$ cat src/rtl/result_pipe.sv
// ---------------------------------------------------------------------------
// result_pipe
//
// Back end of a five-stage in-order integer pipeline: the EX/MEM and MEM/WB
// pipeline registers, the load-use hazard detector and the register file
// write port.
//
// Ports
//   clk              : clock; all state updates on its rising edge
//   rst_n            : asynchronous active-low reset, clears every register
//   hold             : global stall, freezes EX/MEM and MEM/WB
//   flush            : turns the next EX/MEM load into a bubble
//   in_valid         : the instruction in ID/EX is valid
//   in_rd            : ID/EX destination register
//   in_regWrite      : ID/EX writes the register file
//   in_memToReg      : ID/EX is a load (result comes from data memory)
//   in_alu           : EX-stage ALU result
//   rs1_ID_EX        : first source register of the instruction in EX
//   rs2_ID_EX        : second source register of the instruction in EX
//   mem_rdata        : data memory read data, valid during MEM
//   rd_EX_MEM        : EX/MEM destination tag       (to forwarding unit)
//   regWrite_EX_MEM  : EX/MEM write enable tag      (to forwarding unit)
//   alu_EX_MEM       : EX/MEM ALU result            (forwarding source)
//   rd_MEM_WB        : MEM/WB destination tag       (to forwarding unit)
//   regWrite_MEM_WB  : MEM/WB write enable tag      (to forwarding unit)
//   wb_data_MEM_WB   : MEM/WB write-back data       (forwarding source)
//   rf_we            : register file write enable (x0 writes suppressed)
//   rf_waddr         : register file write address
//   rf_wdata         : register file write data
//   lu_stall         : load-use stall request to the upstream stages
//   retire_cnt       : count of register file writes (optional, see below)
//
// Configuration
//   RESULT_PIPE_RETIRE_CNT_EN : when defined, adds the retire_cnt output, a
//   32-bit wrapping count of cycles where rf_we=1 and hold=0. When undefined
//   the port and its counter do not exist.
//
// Handshake: there is no valid/ready pair here. in_valid qualifies the
// ID/EX inputs on each rising edge; the upstream stages must keep the same
// instruction presented while lu_stall or hold is high, because the inputs
// are not captured in those cycles.
// ---------------------------------------------------------------------------
module result_pipe (
    input  logic        clk,
    input  logic        rst_n,
    input  logic        hold,
    input  logic        flush,
    input  logic        in_valid,
    input  logic [4:0]  in_rd,
    input  logic        in_regWrite,
    input  logic        in_memToReg,
    input  logic [31:0] in_alu,
    input  logic [4:0]  rs1_ID_EX,
    input  logic [4:0]  rs2_ID_EX,
    input  logic [31:0] mem_rdata,
    output logic [4:0]  rd_EX_MEM,
    output logic [4:0]  rd_MEM_WB,
    output logic        regWrite_EX_MEM,
    output logic        regWrite_MEM_WB,
    output logic [31:0] alu_EX_MEM,
    output logic [31:0] wb_data_MEM_WB,
    output logic        rf_we,
    output logic [4:0]  rf_waddr,
    output logic [31:0] rf_wdata,
    output logic        lu_stall
`ifdef RESULT_PIPE_RETIRE_CNT_EN
    ,
    output logic [31:0] retire_cnt
`endif
);

    // -----------------------------------------------------------------------
    // EX/MEM register
    // -----------------------------------------------------------------------
    logic [4:0]  em_rd_q,   em_rd_d;
    logic        em_rw_q,   em_rw_d;
    logic        em_m2r_q,  em_m2r_d;
    logic [31:0] em_alu_q,  em_alu_d;

    // -----------------------------------------------------------------------
    // MEM/WB register
    // -----------------------------------------------------------------------
    logic [4:0]  mw_rd_q,   mw_rd_d;
    logic        mw_rw_q,   mw_rw_d;
    logic [31:0] mw_wb_q,   mw_wb_d;

    // -----------------------------------------------------------------------
    // Load-use hazard detection
    //
    // A load sitting in EX/MEM only has its data at the end of MEM, so a
    // dependent instruction in EX cannot be served by forwarding this cycle.
    // The stall bubbles EX/MEM, which moves the load out of EX/MEM on the
    // same edge; the request therefore drops after exactly one cycle and the
    // dependent instruction picks the data up from MEM/WB forwarding.
    // x0 never creates a dependency. hold and flush mask the request: under
    // hold nothing moves, and under flush EX/MEM is being bubbled anyway.
    // -----------------------------------------------------------------------
    logic load_in_em;
    logic src_match;
    logic hazard;

    always_comb begin
        load_in_em = em_rw_q & em_m2r_q & (em_rd_q != 5'd0);
        src_match  = (em_rd_q == rs1_ID_EX) | (em_rd_q == rs2_ID_EX);
        hazard     = load_in_em & in_valid & src_match;
    end

    assign lu_stall = hazard & ~hold & ~flush;

    // -----------------------------------------------------------------------
    // EX/MEM next state: hold > flush > load-use bubble > capture.
    // An invalid ID/EX slot is captured as a bubble too, so every non-capture
    // case collapses to the same all-zero value.
    // -----------------------------------------------------------------------
    logic em_bubble;

    always_comb begin
        em_bubble = flush | lu_stall | ~in_valid;

        em_rd_d   = em_rd_q;
        em_rw_d   = em_rw_q;
        em_m2r_d  = em_m2r_q;
        em_alu_d  = em_alu_q;

        if (!hold) begin
            if (em_bubble) begin
                em_rd_d  = 5'd0;
                em_rw_d  = 1'b0;
                em_m2r_d = 1'b0;
                em_alu_d = 32'd0;
            end else begin
                em_rd_d  = in_rd;
                em_rw_d  = in_regWrite;
                em_m2r_d = in_memToReg;
                em_alu_d = in_alu;
            end
        end
    end

    // -----------------------------------------------------------------------
    // MEM/WB next state. flush does not reach this stage: the instruction
    // leaving EX/MEM on a flush cycle is older than the flush and retires.
    // regWrite with rd=0 is stored as-is; x0 is filtered only at rf_we so the
    // forwarding unit sees the true tags.
    // -----------------------------------------------------------------------
    always_comb begin
        mw_rd_d = mw_rd_q;
        mw_rw_d = mw_rw_q;
        mw_wb_d = mw_wb_q;

        if (!hold) begin
            mw_rd_d = em_rd_q;
            mw_rw_d = em_rw_q;
            mw_wb_d = em_m2r_q ? mem_rdata : em_alu_q;
        end
    end

    // -----------------------------------------------------------------------
    // Stage registers
    // -----------------------------------------------------------------------
    always_ff @(posedge clk or negedge rst_n) begin
        if (!rst_n) begin
            em_rd_q  <= 5'd0;
            em_rw_q  <= 1'b0;
            em_m2r_q <= 1'b0;
            em_alu_q <= 32'd0;
            mw_rd_q  <= 5'd0;
            mw_rw_q  <= 1'b0;
            mw_wb_q  <= 32'd0;
        end else begin
            em_rd_q  <= em_rd_d;
            em_rw_q  <= em_rw_d;
            em_m2r_q <= em_m2r_d;
            em_alu_q <= em_alu_d;
            mw_rd_q  <= mw_rd_d;
            mw_rw_q  <= mw_rw_d;
            mw_wb_q  <= mw_wb_d;
        end
    end

    // -----------------------------------------------------------------------
    // Outputs
    // -----------------------------------------------------------------------
    assign rd_EX_MEM       = em_rd_q;
    assign regWrite_EX_MEM = em_rw_q;
    assign alu_EX_MEM      = em_alu_q;
    assign rd_MEM_WB       = mw_rd_q;
    assign regWrite_MEM_WB = mw_rw_q;
    assign wb_data_MEM_WB  = mw_wb_q;

    assign rf_we    = mw_rw_q & (mw_rd_q != 5'd0);
    assign rf_waddr = mw_rd_q;
    assign rf_wdata = mw_wb_q;

`ifdef RESULT_PIPE_RETIRE_CNT_EN
    // -----------------------------------------------------------------------
    // Retirement counter. A write only counts when the pipe advances, so a
    // write held in MEM/WB across a hold is counted once, on release.
    // Wraps naturally at 32 bits.
    // -----------------------------------------------------------------------
    logic [31:0] retire_cnt_q, retire_cnt_d;

    always_comb begin
        retire_cnt_d = retire_cnt_q;
        if (rf_we && !hold) begin
            retire_cnt_d = retire_cnt_q + 32'd1;
        end
    end

    always_ff @(posedge clk or negedge rst_n) begin
        if (!rst_n) begin
            retire_cnt_q <= 32'd0;
        end else begin
            retire_cnt_q <= retire_cnt_d;
        end
    end

    assign retire_cnt = retire_cnt_q;
`endif

endmodule

$ cat config.mk
export PLATFORM = sky130hd
export DESIGN_NAME = result_pipe
export DESIGN_NICKNAME = d
export VERILOG_FILES = /design/src/rtl/result_pipe.sv
export SDC_FILE = /design/constraint.sdc
export NUM_CORES = 1
export LEC_CHECK = 0
export CAP_MARGIN = 20
export CORE_MARGIN = 5
export CORE_UTILIZATION = 36
export CTS_CLUSTER_SIZE = 12
export DETAILED_ROUTE_END_ITERATION = 6
export PLACE_DENSITY = 0.77
export SLEW_MARGIN = 20
export SYNTH_ARGS = -nofsm -noshare
export SYNTH_HDL_FRONTEND = slang
export SYNTH_SLANG_ARGS = --single-unit
$ cat constraint.sdc
create_clock -name clk -period 1.6 [get_ports clk]
set_input_delay 0.16 -clock clk [delete_from_list [all_inputs] [get_ports clk]]
set_output_delay 0.16 -clock clk [all_outputs]
set_load 0.01 [all_outputs]
# Word-level counts from Yosys, hierarchy flattened
# Cells that the tools add are included.
# totals
regBits	77
inputBits	86
out_inout_bits	115
wordCells	29
# op_classes
n_eq_ne	2
muxes	5
bitwise_logic	13
n_reduce_logical	2
# ops
op	n
2-to-1 mux 32 bit	2
== test 5 bit	2
nonzero test 5 bit	2
AND 1 bit	7
2-to-1 mux 5 bit	1
inverter 1 bit	3
bitwise OR 1 bit	3
2-to-1 mux 1 bit	2

# Logic depth before layout (Yosys ltp)
# logic_depth
ltp_word	9
mapped_depth	7
ltp_nobuf	4

# Worst setup path after synthesis
# OpenSTA, ideal clock, no wires.
# synth_path
path_type	register to output
from	reg em_rd_q[0] (netlist: rd_EX_MEM[0])
to	out lu_stall
arrival_time_ns	1.565
required_ns	1.440
slack_ns	-0.125
path_stages_with_launch	6
n_path_buf	1
path_cell_list	dfrtp_1 > xnor2_1 > nand3_1 > o22ai_1 > clkbuf_1 > nor3b_1
# synth_via
elab_chain_cells	6
word_cells_on_any_way	9
cone_classes	eq/ne (2); bitwise (6); reduce/logical (1)
# synth_rtl
item	line	text
start: declaration	75	logic [4:0] em_rd_q, em_rd_d;
start signal: assignment	171	em_rd_q <= em_rd_d;
nonzero test 5 bit	103	load_in_em = em_rw_q & em_m2r_q & (em_rd_q != 5'd0);
AND 1 bit	103	
AND 1 bit	105	hazard = load_in_em & in_valid & src_match;
AND 1 bit (*)	105	
AND 1 bit (*) (2 in series)	108	assign lu_stall = hazard & ~hold & ~flush;
end: declaration	65	output logic lu_stall
# Mark *: on every way between the ends. The rest lies on a longest branch, timed or not.

# Worst setup path in the final report
# layout_path
from	reg em_rd_q[2] (netlist: rd_EX_MEM[2])
to	out lu_stall
# Same word-level chain as after synthesis.

==> impl_metrics.tcl <==
set metrics [dict create \
    leakage_nw 2.54 \
    hold_path_class "input pin to asynchronous set/reset pin" \
    synthMuxAreaShare_pct 9.90 \
    synth_largest_area_cell "dfrtp_1" \
    synth_seq_cells 77 \
    gp_congestion 0.797 \
    synth-simple-area-share_pct 8.24 \
    status "complete, but fails checks" \
    yosysWarnings 0 \
    synth_edf_count 0 \
    post-dp-hpwl_um 8640 \
    nFillCells 969 \
    drc 0 \
    fin_skew_ns 0.00784 \
    slowest_delay_ns 0.41 \
    pin_count 201 \
    power_mw 5.55 \
    setup_viol 41 \
    synth.top_cells.by_area "dfrtp_1 49%, a32oi_1 8.7%, mux2i_1 8.2%, o21ai_0 7.8%, buf_4 7.5%" \
    ant_nets 0 \
    cts.sinks 77 \
    cts.clk_slew.worst_paths_ns 0.08 \
    cts_buffers 9 \
    period_needed_ns 1.92 \
    vias 3631 \
    synthFlopType "dfrtp_1" \
    r2r_end "rd_EX_MEM[1]$_DFFE_PN0N_" \
    slew_viol_final 0 \
    yosys.area_share.adder_pct 0 \
    wl_per_cell_um 17.6 \
    syn-mean-instance-area_um2 10.1 \
    tightest_slew_ns 0.648 \
    violations "setup timing" \
    drtIter0Drc 178 \
    tns_ns -10.58 \
    final_area_um2 6180 \
    grt_max_degree 78 \
    synth.cell_area_um2 3920 \
    grt_pass1_vias 3736 \
    worst_path_dominant_cell_family "buffers and inverters" \
    critPathRequiredTime_ns 1.44 \
    synthXorXnorAreaFrac_pct 2.24 \
    ys_seq_area_share_pct 49.2 \
    ctsHtreeMaxLevel 3 \
    start_util_pct 36.4 \
    grt_pass1_wl_um 19000 \
    synth_nets 474 \
    die_w_um 114 \
    cp_common_cell "buf_4" \
    rsz0062_at_grt "true" \
    cts_root_buffer "clkbuf_8" \
    synth_common_cells "77 x dfrtp_1, 73 x nand2_1, 61 x o21ai_0" \
    clk_latency_ns 0.34 \
    arrival_ns 1.76 \
    start_kind "flop" \
    final_nets 649 \
    hold_ws_ns 0.342 \
    port_buffers 200 \
    reg2reg_depth 6 \
    path_class "flop to primary output" \
    maxSlewHeadroom_pct 56.8 \
    fmax_mhz 522 \
    slowest_stage "dfrtp_1" \
    synthDistinctLibCells 20 \
    min_period_over_period_pct 120 \
    power.density_nw_per_um2 898 \
    yosys.area.top_type_share_pct 49.2 \
    drive_gt1_share_pct 12.5 \
    yosysMostFrequentCell "dfrtp_1" \
    viasPerCell 5.12 \
    synth_top_family_by_area "compound AO/OA/AOI/OAI gates" \
    dr.pass1.iters 4 \
    die_area_um2 13100 \
    dpl-instance-area_um2 5870 \
    core_um2 10700 \
    vdd_drop_max_mv 0.395 \
    endpoint_kind "primary output" \
    r2r_slack_ns -0.29 \
    finalWorstSetupSlack_ns -0.315 \
    synth_compound_area_share_pct 18.8 \
    async_reset_ff_share_pct 100 \
    synthToLayoutAreaGrowth_pct 57.9 \
    cts_buffer_depth 2 \
    grt_antenna_before_repair 1 \
    drv_cap 0 \
    r2r_start "rd_EX_MEM[2]$_DFFE_PN0N_" \
    crit_fanout 3 \
    hold_violations 0 \
    syn_inst 388 \
    cts_tree "built" \
    rows 38 \
    grt_use_total_pct 18.1 \
    path_cells "buf_4 -> buf_4 -> xnor2_2 -> nand2_1 -> o22ai_4 -> nor3b_2 -> buf_2" \
    wl_um 12500 \
    die_y_um 114 \
    globalRouteOverflowTotal 0 \
    crit_buf_inv 3 \
]
[worst max-delay path by stage]
| stage | start | endpoint | slack, ns | cells past startpoint |
|---|---|---|---|---|
| after floorplan | rd_EX_MEM[1]$_DFFE_PN0N_ | alu_EX_MEM[10]$_DFFE_PN0N_ | -0.04 | 5 |
| after global placement | rs1_ID_EX[4] | lu_stall | -0.36 | 6 |
| after detailed placement | rs1_ID_EX[4] | lu_stall | -0.41 | 6 |
| after CTS | rd_EX_MEM[2]$_DFFE_PN0N_ | lu_stall | -0.34 | 4 |
| after global routing | rd_EX_MEM[2]$_DFFE_PN0N_ | lu_stall | -0.41 | 7 |
| final | rd_EX_MEM[2]$_DFFE_PN0N_ | lu_stall | -0.32 | 7 |
[registers in the layout, indices dropped and copies added (netlist names)]
name,count
regWrite_EX_MEM,1
rf_wdata,32
rd_MEM_WB,5
em_m2r_q,1
rd_EX_MEM,5
regWrite_MEM_WB,1
alu_EX_MEM,32
[logic make-up (layout without fill, tap and decap cells)]
group,after synthesis,in the layout
AOI/OAI and AO/OA,113,113
xor gates and xnor gates,10,10
DFF,77,77
other,0,1
and+or+nand+nor,80,80
buffers and inverters,70,250
muxes,38,38
[where the power goes]
part           switching [mW]  internal [mW]
clock network           0.733          0.561
registers               0.204           2.18
logic                   0.765           1.10
[worst register-to-register path, cell delays in order, from the launching register on]
cell	delay [ns]
dfrtp_1	0.41
or4_4	0.57
o2111ai_4	0.22
buf_4	0.19
clkbuf_16	0.20
a32oi_1	0.11
o21ai_1	0.11
[area by class of cell]
class	instances	area, um2	share of cell area (%)
diodes	1	2.50	0.0405
clock buffers	10	128	2.06
clock inverters	6	40.0	0.648
multi-input cells	241	1590	25.7
flip-flops and latches	77	1930	31.2
well taps	140	175	2.83
repair buffers	234	2320	37.5
[per-stage QoR]
stage | cells | util, % | setup slack [ns]
after floorplan | 388 | - | -0.0443
after global placement | 681 | 54.7 | -0.360
after detailed placement | 681 | 54.7 | -0.415
after CTS | 702 | 56.5 | -0.338
after global routing | 709 | 57.5 | -0.415
final | 709 | 57.5 | -0.315
[cells in the final DEF (no fill, tap or decap)]
master / n
clkdlybuf4s50_1: 185
nand2_1: 73
dfrtp_1: 73
o21ai_0: 49
a32oi_1: 39
mux2i_1: 32
buf_4: 30
o21ai_1: 22
clkbuf_8: 9
xnor2_1: 7
mux2_2: 6
dlygate4sd2_1: 6
dlymetal6s2s_1: 5
dfrtp_2: 4
buf_12: 4
xnor2_2: 3
clkinv_2: 3
clkinv_4: 2
buf_2: 2
diode_2: 1
or4_4: 1
nor2b_1: 1
o2111ai_4: 1
nand3_2: 1
nand3_1: 1
o22ai_4: 1
nor3b_2: 1
or4_1: 1
o21a_1: 1
nor2b_4: 1
clkbuf_1: 1
clkinvlp_4: 1
clkbuf_16: 1
dlygate4sd3_1: 1
[routing by layer]
| metal | track usage, % | part of all wire (%) | vias to the layer above |
|---|---|---|---|
| met5 | 0 | 0 | - |
| li1 | - | - | 1704 |
| met2 | 30.9 | 50 | 149 |
| met4 | 8.00 | 2.6 | 0 |
| met3 | 4.18 | 6.6 | 25 |
| met1 | 21.8 | 41 | 1753 |
[repair_timing]
| action | 4_1_cts | 5_1_grt |
|---|---|---|
| buffers inserted | 4 | 5 |
| hold buffers | 1 | 0 |
| endpoints found under the setup margin | 46 | 43 |
| gates cloned | 0 | 1 |
| pin swaps | 3 | 5 |
| hold endpoints to repair | 77 | 0 |
| resized for setup | 17 | 11 |
No activity file was read; power rests on OpenSTA's default activity.
==> variant: new RTL, same flow settings <==
Add a define of `RESULT_PIPE_RETIRE_CNT_EN`.
--- a/src/rtl/result_pipe.sv
+++ b/src/rtl/result_pipe.sv
@@ -42,2 +42,4 @@
 // ---------------------------------------------------------------------------
+`define RESULT_PIPE_RETIRE_CNT_EN
+
 module result_pipe (
Formal check against the unedited RTL (old outputs only; new: retire_cnt): equivalent (Yosys induction, for registers that start in step).
==> variant against the unedited design <==
Worst setup slack lost 45 ps; area after synthesis grew 39%; global-route usage grew 1.8 points; power grew 44%; sequential cell count grew 32; wire length grew 51%; critical path type unchanged; critical path depth shrank 3; die area grew 35%; sequential share of layout area shrank 0.63 points; cell area grew 45%; the flow still finishes with violations (negative setup slack); largest cell class unchanged; core utilization grew 1.9 points.
==> variant: results (changes against the unedited design) <==
power:
  cellLeakagePower_nw: 3.858  # +52%
  peakVddDrop_mv: 0.6714  # +70%
  p_sw_frac: 0.2853  # -0.02146
placed_design:
  hpwl_mm: 12.92  # +50%
  dp_cells: 934  # +37%
  gp_congestion: 0.8663  # +8.7%
  io_buffers: 232  # +16%
outcome:
  status: "finished, violations left"
  failed_checks: "negative setup slack"
sta:
  setup_viol: 72  # +76%
  skew_ps: 8.424  # +0.5865 ps
  slew_headroom: 0.5205  # -0.04746
  fin_ws_ps: -360.7  # -45.35 ps
  setup_tns_ps: -17900  # -7319 ps
global_route:
  grt_first_pass_wirelength_mm: 28.15  # +48%
  grt.total_usage: 0.1991  # +0.01791
  grt_pass1_vias: 5163  # +38%
  antenna_found_initial: 0  # -1
  grt_max_degree: 69  # -12%
yosys:
  syn_nets: 612  # +29%
  yosysUniqueCellTypes: 37  # +85%
  synthTopCellsByCount: "dfrtp_1, nand2_1, o21ai_0"
  synth_area_leaders: "dfrtp_1, a32oi_1, nand2_1"
  synth_seq_area_share: 0.5013  # +0.009252
  avgSynthCellArea_um2: 10.36  # +2.7%
  async_reset_ff_frac: 1.000  # unchanged
route:
  wl_mm: 18.86  # +51%
  dr.first_iter.drc_count: 337  # +89%
  drt-pass1-iter-count: 5  # +1
  vias: 5061  # +39%
  detail_route.wl_per_cell_um: 19.64  # +12%
layout:
  drive_above_1_share: 0.1969  # +0.07189
  finalNetCount: 855  # +32%
  diodes: 0  # -1
  n_fill_cell: 1183  # +22%
setup_path:
  critPathMaxFanout: 4  # +1
  worstPathArrival_ps: 1800  # +40 ps
  startpoint: "rd_EX_MEM[4]"
  end_kind: "primary output"
min_path:
  hold_class: "primary input to register"
cts:
  cts_root_buffer: "clkbuf_16"
[variant: cell types whose count changed after synthesis, sizes merged, moves of 5 or more]
cell / delta
and4: +5
buf: -6
clkbuf: +8
dfrtp: +32
nand2: +14
nand4: +8
nor2: +5
nor3: +8
nor4: +5
xnor2: +14
xor2: +17
[variant: metrics by stage]
step	setup WS (ps)	instance area (um^2)	hold WS, ps	util
after global placement	-516.1	8095	205.6	0.5385
after floorplan	-241.7	5470	-135.6	-
after global routing	-408.3	8937	392.0	0.5945
after CTS	-358.0	8658	373.9	0.5759
final	-360.7	8937	393.4	0.5945
after detailed placement	-560.6	8095	209.3	0.5385
[variant: kinds of logic after synthesis]
logic type / count (synthesis) / synth area share
buffers and inverters: 76 / 0.08691
adder cells (fa/ha/maj): 1 / 0.002299
XOR/XNOR: 41 / 0.06599
AO/OA/AOI/OAI: 118 / 0.1458
flip-flops: 109 / 0.5013
multiplexers: 39 / 0.07404
AND/OR/NAND/NOR: 141 / 0.1237
[variant: final timing paths]
check,end,slack [ps],depth (start not counted)
min in group asynchronous,regWrite_EX_MEM,430,3
worst max register to register,rd_EX_MEM[3],-330,6
max in group asynchronous,rd_EX_MEM[0],720,3
worst min-delay path,alu_EX_MEM[2],390,3
worst min register to register,retire_cnt[31],480,1
worst max-delay path,lu_stall,-360,4
[variant: area by class of cell]
class / count / share of cell area
repair buffers: 304 / 0.3405
flip-flops and latches: 109 / 0.3062
multi-input cells: 340 / 0.2925
clock buffers: 14 / 0.02954
well taps: 188 / 0.02632
clock inverters: 1 / 0.003360
inverters: 4 / 0.001680
[variant: layer usage]
layer / track usage / vias up / wire (um)
li1: - / 2328 / -
met1: 0.2401 / 2480 / 7547
met2: 0.3437 / 206 / 9537
met3: 0.03840 / 47 / 1019
met4: 0.09065 / 0 / 753
met5: 0 / - / 0
[variant: worst max-delay path, stage by stage, from the launching register on]
cell       delay (ps)
dfrtp_2           460
or4_4             560
o2111ai_4         250
nor3b_4            70
buf_6             130
[variant: power groups by stage]
stage / logic, mW / registers (mW) / clock network [mW]
2_1_floorplan: 0.829 / 3.47 / 0
6_report: 2.40 / 3.32 / 2.27
3_3_place_gp: 2.23 / 3.35 / 0
5_1_grt: 2.54 / 3.36 / 2.44
4_1_cts: 2.37 / 3.32 / 2.31
3_5_place_dp: 2.30 / 3.37 / 0
[variant: timing repair]
item	in CTS	in global routing
cloned	1	3
hold buffers	1	0
setup endpoints to repair	81	74
hold endpoints to repair	109	0
pin swaps	22	16
gates resized for setup	56	35
setup buffers	6	1
